[src/rtl/offset_add_pipe.sv]
// Two-stage valid/ready pipeline adding a selectable offset to 8-bit samples.
// Also keeps a saturating count of delivered results whose sum carried out.
module offset_add_pipe #(
  parameter int unsigned P = 23
) (
  input  logic       clk,
  input  logic       rst_n,
  input  logic       in_valid,
  output logic       in_ready,
  input  logic [7:0] in_data,
  input  logic [1:0] in_sel,
  output logic       out_valid,
  input  logic       out_ready,
  output logic [7:0] out_data,
  output logic       out_carry,
  output logic [1:0] out_sel,
  input  logic       cnt_clr,
  output logic [7:0] carry_cnt
);

  localparam logic [7:0] OFF_K  = 8'd42;
  localparam logic [7:0] OFF_P  = P[7:0];
  localparam logic [7:0] OFF_PK = 8'(P + 42);

  logic       s1_valid;
  logic [7:0] s1_data;
  logic [1:0] s1_sel;
  logic       en1;
  logic       en2;
  logic [7:0] off;
  logic [8:0] sum;

  assign en2      = !out_valid || out_ready;
  assign en1      = !s1_valid || en2;
  assign in_ready = en1;

  always_comb begin
    off = 8'd0;
    unique case (s1_sel)
      2'd0: off = OFF_K;
      2'd1: off = OFF_PK;
      2'd2: off = OFF_P;
      2'd3: off = 8'd0;
    endcase
  end

  assign sum = {1'b0, s1_data} + {1'b0, off};

  always_ff @(posedge clk or negedge rst_n) begin
    if (!rst_n) begin
      s1_valid <= 1'b0;
      s1_data  <= 8'd0;
      s1_sel   <= 2'd0;
    end else if (en1) begin
      s1_valid <= in_valid;
      if (in_valid) begin
        s1_data <= in_data;
        s1_sel  <= in_sel;
      end
    end
  end

  always_ff @(posedge clk or negedge rst_n) begin
    if (!rst_n) begin
      out_valid <= 1'b0;
      out_data  <= 8'd0;
      out_carry <= 1'b0;
      out_sel   <= 2'd0;
    end else if (en2) begin
      out_valid <= s1_valid;
      if (s1_valid) begin
        out_data  <= sum[7:0];
        out_carry <= sum[8];
        out_sel   <= s1_sel;
      end
    end
  end

  // Clear has priority over a same-cycle increment.
  always_ff @(posedge clk or negedge rst_n) begin
    if (!rst_n) begin
      carry_cnt <= 8'd0;
    end else if (cnt_clr) begin
      carry_cnt <= 8'd0;
    end else if (out_valid && out_ready && out_carry
                 && carry_cnt != 8'hFF) begin
      carry_cnt <= carry_cnt + 8'd1;
    end
  end

endmodule

[config.mk]
export PLATFORM = sky130hd
export DESIGN_NAME = offset_add_pipe
export DESIGN_NICKNAME = d
export VERILOG_FILES = /design/src/rtl/offset_add_pipe.sv
export SDC_FILE = /design/constraint.sdc
export NUM_CORES = 1
export LEC_CHECK = 0
export BUFFER_PORTS_ARGS = -buffer_cell sky130_fd_sc_hd__clkbuf_2
export CAP_MARGIN = 20
export CORE_MARGIN = 2
export CORE_UTILIZATION = 49
export DETAILED_ROUTE_END_ITERATION = 8
export PLACE_DENSITY = 0.71
export SLEW_MARGIN = 25
export SYNTH_ARGS = -nofsm -noshare
export SYNTH_HDL_FRONTEND = slang
export SYNTH_SLANG_ARGS = --single-unit
[constraint.sdc]
create_clock -name clk -period 3.5 [get_ports clk]
set_clock_uncertainty 0.1 [all_clocks]
set_input_delay 0.7 -clock clk [delete_from_list [all_inputs] [get_ports clk]]
set_output_delay 0.7 -clock clk [all_outputs]
set_load 0.01 [all_outputs]
Yosys cells after proc, flatten, opt, wreduce, memory -nomap -nowiden. Index checks and enable logic that the tools add are counted.

Register bits: 31. Bits of input ports: 15. Logic and storage cells: 28.

$add $sub $neg: 2. Equality and inequality tests: 4. Muxes and demuxes: 3. Reduce and logical (&&, ||, !) cells: 11.

Operator list (number): $pmux 8 s4 (1); $mux 8 (2); $add 8x8->9 (1); $add 8x1->8 const B (1); $ne 8x8->1 const B (1); $eq 2x2->1 const B (2); $reduce_and 2->1 (2); $logic_and 1x1->1 (3); $eq 2x1->1 const B (1); $logic_not 1->1 (2); $logic_not 2->1 (1); $logic_or 1x1->1 (2); $reduce_bool 2->1 (1).

Depth between registers and ports, before layout.
Word-level depth: 5. Depth in mapped cells: 9. Depth with buffers taken out: 9.

Least setup slack after synthesis. OpenSTA, ideal clock, no wires.

Path type: register -> register. Start point: register s1_sel[0]. End point: register out_data[6]. Setup time: 0.120 ns. Arrival: 2.042 ns. Data required time: 3.280 ns. Path slack: 1.238 ns. Stages on the path, launching flop included: 10. Buffers on the path: 0. Clock period less this slack: 2.262 ns. Cell sequence: dfrtp_1 inv_1 ha_1 ha_1 inv_1 fa_1 o211ai_1 and3_1 o21ai_0 a31o_2.

Word-level cells in the longest chain between the ends: 3. Elaborated cells between the ends (all ways): 6. Those cells by class: add/sub: 1; eq/ne: 3; mux: 1; reduce/logical: 1.

RTL lines: start: declaration (line 27) `logic [1:0] s1_sel;`; start signal: assignment (line 58) `s1_sel <= in_sel;`; $eq 2x2->1 (tied with other cells) (line 39) `unique case (s1_sel)`; $pmux 8 s4 * (line 39); $add 8x8->9 * (line 47) `assign sum = {1'b0, s1_data} + {1'b0, off};`; end signal: assignment (line 72) `out_data <= sum[7:0];`; end: declaration (line 14) `output logic [7:0] out_data,`.

Every way passes the cells marked *; elsewhere a longest branch is shown, timed or not. The select of a mux whose other input is x is not followed. A chain may end at the register's enable or synchronous reset.

Final worst setup path. Ends and elaborated chain as after synthesis.

==> impl_metrics.tcl <==
set metrics [dict create \
    synth_warnings 0 \
    ys_seq_area_frac 0.472 \
    drc 0 \
    cp_max_fo 6 \
    die_h_um 61.9 \
    power_density_nw_per_um2 525 \
    antenna_cells 0 \
    run_status "finished, final reports clean" \
    core_sq_um 3280 \
    cts.path.max_buffers 2 \
    finalSetupViolCount 0 \
    p_leak_nw 0.899 \
    synth_area_leader_cell "dfrtp_1" \
    grt_first_pass_wirelength_um 4910 \
    rsz0062_at_grt "false" \
    cp-start-kind "flip-flop" \
    syn_nets 181 \
    crit_path_end_kind "flip-flop" \
    drv_cap 0 \
    fin_nets 218 \
    vias 1254 \
    crit_family "adder cells" \
    synth_edf_count 0 \
    ys_seq_elements 31 \
    tns_ns 0 \
    hold_viol_final 0 \
    gp_congestion 0.790 \
    avgSynthCellArea_sq_um 10.5 \
    power_mw 1.00 \
    worst_ep_required_time_ns 3.63 \
    row_count 21 \
    cts-hold-fix-buffers 0 \
    synthTopCellsByCount "dfrtp_1, nand2_1, mux2_2" \
    met1_length_um 1240 \
    synth_area_leaders "dfrtp_1, mux2_2, ha_1, xnor2_1, nand2_1" \
    drive_gt1_frac 0.295 \
    cts_buffers 5 \
    synthArstFlopShare 1.00 \
    clock_sinks 31 \
    wl_met3_um 169 \
    clkTransAtPathRegs_ns 0.09 \
    hpwl_um 2400 \
    hold_path_class "input port to asynchronous set/reset pin" \
    period_minus_slack_ns 2.47 \
    fin_ws_ns 1.03 \
    ys_types 35 \
    post-place-ws_ns 1.04 \
    hold_ws_ns 0.320 \
    io_pins 36 \
    arrival_ns 2.60 \
    cp_num_buf_inv 2 \
    postCtsResizedCells 0 \
    max_stage_delay_ns 0.41 \
    postRouteAntennaNets 0 \
    vias_per_cell 5.25 \
    cts-root-buf "clkbuf_4" \
    grt_usage 0.180 \
    htreeDepth 2 \
    floorplan.die_area_sq_um 3830 \
    synthMostInstantiatedCell "dfrtp_1" \
    wl_um 3040 \
    tightest_slew_ns 0.748 \
    grt_pass1_vias 1147 \
    yosys.area.top_type_share 0.472 \
    cts_setup_buffers 0 \
    crit_chain "inv_1 > ha_1 > ha_1 > inv_1 > fa_1 > o211ai_1 > and3_1 > o21ai_0 > a31o_2" \
    drt-wirelength-per-cell_um 12.7 \
    ys.flop_type "dfrtp_1" \
    io_buffers 35 \
    synthCells 156 \
    top_layer "met4" \
    path_class "flip-flop to flip-flop" \
    start_util 0.501 \
    grt_antenna_before_repair 0 \
    peakVddDrop_mv 0.268 \
    initialDrtViolationCount 56 \
    slowest_stage "dfrtp_1" \
    first_pass_iters 4 \
    wl_met2_um 1630 \
    post-route-period-util 0.706 \
    gr-total-overflow 0 \
    cts_tree "yes" \
    syn_area_sq_um 1640 \
    area_growth_pct 15.8 \
    dieWidth_um 61.9 \
    drv_slew 0 \
    grt_max_degree 32 \
    fmax_mhz 405 \
    clk_latency_ns 0.33 \
    relSlewSlack 0.502 \
]
-- worst reg2reg max path, cell delays in order, from the launching register on --
cell and delay (ns):
dfrtp_1 0.41, inv_1 0.14, ha_1 0.31, ha_1 0.16, inv_1 0.06, fa_1 0.40
o211ai_1 0.24, and3_1 0.20, o21ai_0 0.11, a31o_2 0.25
-- power breakdown --
| group | switching (mW) | internal (mW) |
|---|---|---|
| combinational | 0.165 | 0.145 |
| sequential | 0.0532 | 0.427 |
| clock | 0.117 | 0.0929 |
| total | 0.335 | 0.665 |
-- stage by stage --
step	cells	cell area (sq um)	utilization
after floorplan	156	1640	-
after global placement	232	1850	0.563
after detailed placement	232	1850	0.563
after CTS	239	1900	0.580
after global routing	239	1900	0.580
final	239	1900	0.580
-- placed cells by master (no fill, tap or decap), types with 3 or more instances in the layout --
| cell type | netlist | layout |
|---|---|---|
| clkbuf_2 | 0 | 35 |
| dfrtp_1 | 31 | 31 |
| nand2_1 | 16 | 16 |
| mux2_2 | 11 | 11 |
| o21ai_0 | 10 | 10 |
| inv_1 | 9 | 9 |
| nor2_1 | 9 | 9 |
| ha_1 | 9 | 9 |
| xnor2_1 | 8 | 8 |
| nor3_1 | 5 | 5 |
| xor2_1 | 5 | 5 |
| clkbuf_4 | 0 | 5 |
| nand3_1 | 4 | 4 |
| a21oi_1 | 4 | 4 |
| nand2b_1 | 4 | 4 |
| a31oi_1 | 4 | 4 |
| nand3b_1 | 3 | 3 |
-- final cells by class --
type | instances | area (sq um)
fillers | 300 | 1380
well taps | 46 | 57.6
inverters | 9 | 33.8
multi-input cells | 111 | 806
clock inverters | 1 | 5.00
clock buffers | 6 | 51.3
flip-flops and latches | 31 | 776
repair buffers | 35 | 175
-- cell families after synthesis --
family                     synth area share
and+or+nand+nor                       0.141
buffers and inverters                0.0380
DFF                                   0.472
AOI/OAI and AO/OA                     0.102
xor gates and xnor gates             0.0792
muxes                                0.0875
adders and majority gates            0.0807
-- layer usage --
metal | up-vias | GRT usage
met4 | 0 | 0.0547
met3 | 2 | 0.0642
met2 | 35 | 0.323
met1 | 599 | 0.200
li1 | 618 | -
met5 | - | 0
-- registers in the layout, summed over array words and instances (netlist names) --
signal     flops
out_carry      1
s1_sel         2
out_sel        2
carry_cnt      8
out_valid      1
out_data       8
s1_data        8
s1_valid       1
-- path summary, 6_finish.rpt --
kind | start | endpoint | slack (ns) | cells past startpoint
hold reg to reg | out_data[1] | out_data[1] | 0.39 | 2
hold / removal | rst_n | carry_cnt[6] | 0.32 | 1
setup / recovery | s1_sel[0] | out_data[6] | 1.03 | 9
min in group clk | out_data[1] | out_data[1] | 0.39 | 2
setup reg to reg | s1_sel[0] | out_data[6] | 1.03 | 9
max in group asynchronous | rst_n | s1_sel[1] | 2.50 | 1
(Power assumes the default switching activity.)
